==> config.mk <==
export PLATFORM = sky130hd
export DESIGN_NAME = pc_fetch_unit
export DESIGN_NICKNAME = d
export VERILOG_FILES = /design/src/rtl/pc_fetch_unit.sv
export SDC_FILE = /design/constraint.sdc
export NUM_CORES = 1
export LEC_CHECK = 0
export BUFFER_PORTS_ARGS = -buffer_cell sky130_fd_sc_hd__buf_2
export CAP_MARGIN = 20
export CORE_ASPECT_RATIO = 1.1
export CORE_MARGIN = 4
export CORE_UTILIZATION = 56
export DETAILED_ROUTE_END_ITERATION = 10
export GPL_TIMING_DRIVEN = 1
export PLACE_DENSITY = 0.85
export RECOVER_POWER = 25
export SLEW_MARGIN = 20
export SYNTH_ARGS = -nofsm -noshare
export SYNTH_HDL_FRONTEND = slang
export SYNTH_SLANG_ARGS = --single-unit
==> constraint.sdc <==
create_clock -name clk -period 6 [get_ports clk]
set_input_delay 1.2 -clock clk [delete_from_list [all_inputs] [get_ports clk]]
set_output_delay 1.2 -clock clk [all_outputs]
set_load 0.01 [all_outputs]
==> src/rtl/pc_fetch_unit.sv <==
// Program counter and instruction-fetch request generator with prioritised
// redirects, alignment rejection, a stall/trap watchdog and a handshake counter.
module pc_fetch_unit #(
  parameter int unsigned            width        = 32,
  parameter logic [width-1:0]       reset_vector = 32'h0000_0000,
  parameter logic [width-1:0]       trap_vector  = 32'h0000_0100
) (
  input  logic             clk,
  input  logic             rst,
  input  logic             stall,
  input  logic             trap,
  input  logic             mret,
  input  logic [width-1:0] mepc,
  input  logic             jump,
  input  logic [width-1:0] jump_target,
  input  logic             branch_taken,
  input  logic [width-1:0] branch_target,
  input  logic             imem_req_ready,
  output logic             imem_req_valid,
  output logic [width-1:0] imem_addr,
  output logic [1:0]       next_sel,
  output logic             misaligned,
  output logic [31:0]      fetch_count
);

  localparam logic [1:0] ST_BOOT = 2'd0;
  localparam logic [1:0] ST_RUN  = 2'd1;
  localparam logic [1:0] ST_HALT = 2'd2;

  localparam logic [1:0] SEL_SEQ  = 2'b00;
  localparam logic [1:0] SEL_JB   = 2'b01;
  localparam logic [1:0] SEL_MRET = 2'b10;
  localparam logic [1:0] SEL_TRAP = 2'b11;

  logic [1:0]       state_q, state_d;
  logic [width-1:0] pc_q, pc_d;
  logic [31:0]      fetch_count_q, fetch_count_d;
  logic [3:0]       stall_cnt_q, stall_cnt_d;
  logic             misaligned_q, misaligned_d;

  logic             handshake;
  logic             redir_req;
  logic             redir_chk;
  logic             redir_bad;
  logic [1:0]       redir_sel;
  logic [width-1:0] redir_target;
  logic [width-1:0] jump_target_clr;

  // Redirect arbitration: RUN honours every source, HALT listens only to mret.
  // NOTE: every signal assigned in an always_comb gets a default at the top so
  // no path leaves it unassigned and no latch is inferred.
  always_comb begin
    jump_target_clr = {jump_target[width-1:1], 1'b0};
    redir_req       = 1'b0;
    redir_chk       = 1'b0;
    redir_sel       = SEL_SEQ;
    redir_target    = pc_q;
    if (state_q == ST_RUN) begin
      if (trap) begin
        redir_req    = 1'b1;
        redir_sel    = SEL_TRAP;
        redir_target = trap_vector;
      end else if (mret) begin
        redir_req    = 1'b1;
        redir_chk    = 1'b1;
        redir_sel    = SEL_MRET;
        redir_target = mepc;
      end else if (jump) begin
        redir_req    = 1'b1;
        redir_chk    = 1'b1;
        redir_sel    = SEL_JB;
        redir_target = jump_target_clr;
      end else if (branch_taken) begin
        redir_req    = 1'b1;
        redir_chk    = 1'b1;
        redir_sel    = SEL_JB;
        redir_target = branch_target;
      end
    end else if (state_q == ST_HALT && mret) begin
      redir_req    = 1'b1;
      redir_chk    = 1'b1;
      redir_sel    = SEL_MRET;
      redir_target = mepc;
    end
    redir_bad = redir_req && redir_chk && redir_target[1];
  end

  always_comb begin
    imem_req_valid = (state_q == ST_RUN) && !stall && !rst;
    handshake      = imem_req_valid && imem_req_ready;
    next_sel       = (redir_req && !redir_bad && !rst) ? redir_sel : SEL_SEQ;
    imem_addr      = pc_q;
    misaligned     = misaligned_q;
    fetch_count    = fetch_count_q;
  end

  always_comb begin
    state_d       = state_q;
    pc_d          = pc_q;
    stall_cnt_d   = 4'd0;
    misaligned_d  = redir_bad;
    fetch_count_d = fetch_count_q + {31'd0, handshake};
    case (state_q)
      ST_BOOT: state_d = ST_RUN;
      ST_RUN: begin
        if (redir_req && !redir_bad) begin
          pc_d = redir_target;
        end else if (handshake && !redir_bad) begin
          pc_d = pc_q + width'(4);
        end
        // Watchdog: a trap held off by stall for 16 straight cycles parks the unit.
        if (stall && trap && !mret) begin
          if (stall_cnt_q == 4'hF) begin
            state_d = ST_HALT;
          end else begin
            stall_cnt_d = stall_cnt_q + 4'd1;
          end
        end
      end
      ST_HALT: begin
        if (redir_req && !redir_bad) begin
          pc_d    = redir_target;
          state_d = ST_RUN;
        end
      end
      default: state_d = ST_BOOT;
    endcase
  end

  // NOTE: sequential state uses non-blocking assignments so every flop samples
  // the pre-edge values of the others, independent of statement order.
  always_ff @(posedge clk) begin
    if (rst) begin
      state_q       <= ST_BOOT;
      pc_q          <= reset_vector;
      fetch_count_q <= 32'd0;
      stall_cnt_q   <= 4'd0;
      misaligned_q  <= 1'b0;
    end else begin
      state_q       <= state_d;
      pc_q          <= pc_d;
      fetch_count_q <= fetch_count_d;
      stall_cnt_q   <= stall_cnt_d;
      misaligned_q  <= misaligned_d;
    end
  end

endmodule

==> Word level (Yosys, flattened, before mapping) <==
Cells that the tools add are included.
{ "classes": {"muxes": 29, "bitwise_logic": 2, "n_addsub": 3, "eq_ne": 7, "n_reduce_logical": 20} }
{ "ops": {"columns": ["operator", "n"], "rows": [
  ["$mux 32", 9],
  ["$pmux 32 s2", 1],
  ["$add 32x1->32", 1],
  ["$add 32x3->32 const B", 1],
  ["$mux 2", 8],
  ["$logic_and 1x1->1", 11],
  ["$mux 1", 10],
  ["$ne 2x1->1 const B", 3],
  ["$pmux 2 s3", 1],
  ["$reduce_and 3->1", 2],
  ["$add 4x1->4 const B", 1],
  ["$eq 4x4->1 const B", 1],
  ["$logic_not 1->1", 4],
  ["$reduce_or 4->1", 1],
  ["$ne 3x1->1 const B", 1],
  ["$eq 2x1->1 const B", 1],
  ["$eq 2x2->1 const B", 1],
  ["$logic_not 2->1", 1],
  ["$not 1->1", 2],
  ["$reduce_bool 2->1", 1]
]} }
{ "totals": {"in_bits": 104, "output_inout_bits": 68, "regBits": 71, "wordCells": 66} }

==> Longest topological paths before layout <==
{ "depth": {"ltp_word": 12, "mapped_depth": 16, "depth_no_buf": 13} }

==> Least setup slack after synthesis <==
OpenSTA, ideal clock, no wires.
{ "synth_timing": {"path_kind": "input to output", "startpoint": "input trap", "endpoint": "output next_sel[1]", "stages": 6, "required_time_ns": 4.800, "t_arrival_ns": 2.559, "path_slack_ns": 2.241, "path_buffers": 3, "cell_sequence": "clkbuf_1 > nand2b_1 > clkbuf_1 > clkbuf_1 > nor2_1 > nor3_1"} }
{ "synth_between": {"elab_chain_cells": 8, "word_cells_on_any_way": 14, "cone_classes": "mux (9); reduce/logical (5)"} }
{ "synth_rtl": {"columns": ["item", "line_no", "source"], "rows": [
  ["from (decl)", "11", "input logic trap,"],
  ["$mux 1", "59", "if (trap) begin"],
  ["$mux 1", "58", "if (state_q == ST_RUN) begin"],
  ["$logic_and 1x1->1 (2 in series)", "85", "redir_bad = redir_req && redir_chk && redir_target[1];"],
  ["$logic_not 1->1", "91", "next_sel = (redir_req && !redir_bad && !rst) ? redir_sel : SEL_SEQ;"],
  ["$logic_and 1x1->1 (2 in series)", "91", null],
  ["$mux 2 (*)", "91", null],
  ["to (decl)", "21", "output logic [1:0] next_sel,"]
]} }
Every way passes the cells marked *; elsewhere a longest branch is shown, timed or not.

==> Worst setup path after layout <==
{ "layout_timing": {"startpoint": "input jump", "endpoint": "output next_sel[1]"} }
{ "layout_between": {"elab_chain_cells": 10, "word_cells_on_any_way": 16, "cone_classes": "mux (11); reduce/logical (5)"} }
{ "layout_rtl": {"columns": ["item", "line_no", "source"], "rows": [
  ["from (decl)", "14", "input logic jump,"],
  ["$mux 1", "68", "end else if (jump) begin"],
  ["$mux 1", "63", "end else if (mret) begin"],
  ["$mux 1", "59", null],
  ["$mux 1", "58", null],
  ["$logic_and 1x1->1 (2 in series)", "85", null],
  ["$logic_not 1->1", "91", null],
  ["$logic_and 1x1->1 (*) (2 in series)", "91", null],
  ["$mux 2 (*)", "91", null]
]} }
Marks and branches as above.

==> results.md <==
- Run status: complete, no violations
- Number of warning messages in the yosys log: 0
- Via count of the routed design: 6360
- Max-cap violation count: 0
- Simple-gate area share of the yosys netlist: 0.255
- Grt met2 use: 0.525
- Upper clock frequency limit: 234 MHz
- VDD IR max: 0.243 mV
- Synth Area in Compound Gates: 0.257
- Data arrival time of the worst path: 3.08 ns
- Critical path data required time: 4.80 ns
- Final hold violation count: 0
- Relative slew margins: 0.396
- CP max stage cell: buf_2
- Max stage delay on crit path: 0.59 ns
- Routing layer with the top usage in global route: met2
- Hold path endpoint: stall_cnt_q[0]
- Multiplexer share of the synthesized area: 0.110
- Router iterations before antenna repair: 5
- Setup violators final: 0
- Min-Delay Startpoint: stall_cnt_q[0]
- Share of the clock period used by the worst path: 0.714
- Post-Place Setup Slack: approximately 1.8 ns
- Die extent in x: 102 µm
- Total of cells resized after clock tree synthesis: 0
- Clock slew at reported path FFs: 0.09 ns
- Area contributors post-synth: dfxtp_1 (26%), mux2i_1 (11%), nand2_1 (7.0%), a21oi_1 (5.7%), o21ai_0 (4.8%)
- Final period demand of the worst path: 4.28 ns
- Deepest level of the CTS H-tree: 3
- Mean instance size in the synthesized netlist: 7.31 µm²
- Synth-to-layout area growth: 18.0%
- Setup TNS Final: 0 ns
- Count of standard-cell rows: 37
- Number of global-route vias before repair: 6134
- DRC errors left: 0
- Share of cells above drive strength 1: 0.203
- Total count of max-transition violations in the final report: 0
- GRT overflow: 0
- Unrepaired setup endpoints after global routing: false
- Clock sink count: 71
- GR Util All Layers: 0.320
- Final core utilization: 0.679
- Share of the synthesized netlist area taken by xor and xnor gates: 0.0437
- Leading cell type in the layout, fill and taps excluded: buf_2
- Transition at the pin with the smallest max-transition slack: just under 0.9 ns
- Static leakage: 0.00249 µW
- Post-DRT Antenna Nets: 0
- Met1 global-route usage: 0.391
- Die area: 11300 µm²
- Number of DRC violations after detailed-routing iteration 0: 525
- Post-synth design cell area: between 5000 and 6000 µm²
- Cell count after synthesis: 740
- Routed length per placed instance: about 19 µm
- Starting utilization of the core area: 0.576
- Inserted Clock Buffers: 9
- Critical path cell sequence: buf_2, nand3b_1, o311a_1, a21boi_4, nor3_1, buf_2
- Number of enable-type register cells in the synthesized netlist: 0
- Final cell area excluding filler cells: 6380 µm²
- Deepest clock path buffer count: 2
- Synthesized netlist net count: 852
- CTS tree: done
- Cell repeated most along the worst path: buf_2
- Adder-Cell Fraction of Synth Area: 0.0185
- Reg2Reg Depth: 13
- Crit path setup slack, layout: around 1.7 ns
- Post-detailed-routing wire length: 18800 µm
- Critical register-to-register path startpoint: state_q[1]
- Critical register-to-register path endpoint: fetch_count[26]
- Worst path top cell family by delay: buffers and inverters
- Maximum number of pins on one net before global-route repair: 63
- DPL Wire Length: roughly 13000 µm
- Root buffer selected by CTS: clkbuf_8
- Hold buffers post-CTS: 0
- Share of flip-flops with an asynchronous set or reset: 0
- Fraction of synthesized cell area taken by the top area cell type: 0.263
- Global-route wire length before repair: a little under 30000 µm
- Fraction of the yosys area taken by sequential cells: 0.263
- Die boundary height: around 110 µm
- Combinational family with the most area after synthesis: compound AO/OA/AOI/OAI gates
- Synthesis-stage register bit count: 71
- Port Buf Inserts: 170
- Count of cells along the worst hold path: 1
- Overall power of the completed layout: 2060 µW
- Worst setup path category: in2out
- # IOs: around 170
- Largest fanout of any net on the critical path: 42
- DR vias/cell: 6.39
- Crit path buf inv count: 2
- Post-synth cell types: 63
- Number of diodes: 0
- Placed Instance Area: just over 6000 µm²
- Core region area: 9400 µm²
- Final worst clock skew: 0.00980 ns
- Register-to-register setup slack: 2.16 ns
- Type of the most critical hold path: reg2reg
- Crit. End Element: primary output
- Initial antenna violation count: 0
- Routability cong.: 0.954
- Pwr/cell area: 322 nW/µm²
- Predominant post-synthesis flop cell: dfxtp_1
- Clock insertion delay at the later pin of the skew report: between 0.3 and 0.4 ns
- Startpoint class of the critical path: primary input
- Yosys top cell by area: dfxtp_1
- Final-stage net count: 985
- Most frequent cells in the layout: buf_2 (136), nand2_1 (101), dfxtp_1 (71), nor2_1 (64), a21oi_1 (62)
- Number of setup buffers added after CTS: 0
- GRT met3 Usage: 0.0780
==> flip-flops by register name, indices dropped and copies added (netlist names) <==
register / flops
state_q: 2
misaligned: 1
imem_addr: 32
stall_cnt_q: 4
fetch_count: 32
==> cell families after synthesis <==
| logic type | count (synthesis) |
|---|---|
| and+or+nand+nor | 288 |
| AOI/OAI and AO/OA | 217 |
| DFF | 71 |
| buffers and inverters | 70 |
| muxes | 59 |
| xor gates and xnor gates | 27 |
| adders and majority gates | 8 |
==> cell type report <==
cell class	instances	area (µm²)
timing repair buffer	180	883
sequential	71	1420
clock inverter	6	51.3
inverter	12	45.0
tap	117	146
multi-input combinational	599	3700
clock buffer	10	138
fill	826	3020
==> metal layers <==
metal | wire [µm] | vias up
li1 | - | 2979
met1 | 7330 | 2912
met2 | 8680 | 408
met3 | 2100 | 61
met4 | 671 | 0
met5 | 0 | -
==> how the worst max path moves through the flow <==
| stage | start | to | slack (ns) | depth (start not counted) |
|---|---|---|---|---|
| floorplan | trap | next_sel[1] | 2.24 | 6 |
| global placement | branch_taken | next_sel[1] | 1.86 | 7 |
| detailed placement | branch_taken | next_sel[1] | 1.80 | 7 |
| CTS | branch_taken | next_sel[1] | 1.78 | 7 |
| global route | jump | next_sel[1] | 1.66 | 6 |
| finish | jump | next_sel[1] | 1.72 | 6 |
==> synth_stat cells (3+ instances only) <==
cell type / count
a211oi_1: 11
a21o_1: 4
a21oi_1: 62
a31o_2: 3
a31oi_1: 8
and2_1: 5
and3_1: 8
and4_1: 8
buf_1: 3
buf_2: 14
clkbuf_1: 38
dfxtp_1: 71
ha_1: 8
inv_1: 9
mux2i_1: 57
nand2_1: 101
nand2b_1: 3
nand3_1: 31
nand4_1: 15
nor2_1: 64
nor2b_1: 7
nor3_1: 18
nor3b_1: 3
nor4_1: 7
o211ai_1: 20
o21a_1: 7
o21ai_0: 52
o221ai_1: 4
o22ai_1: 13
o311ai_0: 7
o31ai_1: 4
o32ai_1: 5
or3_1: 6
xnor2_1: 8
xor2_1: 19
==> power breakdown <==
part | switching, µW | internal [µW]
sequential | 123 | 535
combinational | 663 | 362
clock | 207 | 167
==> stage by stage <==
stage          hold WS, ns  cells
2_1_floorplan        0.417    740
3_3_place_gp         0.428    979
3_5_place_dp         0.449    979
4_1_cts              0.464    995
5_1_grt              0.497    995
6_report             0.470    995
(Power assumes the default switching activity.)
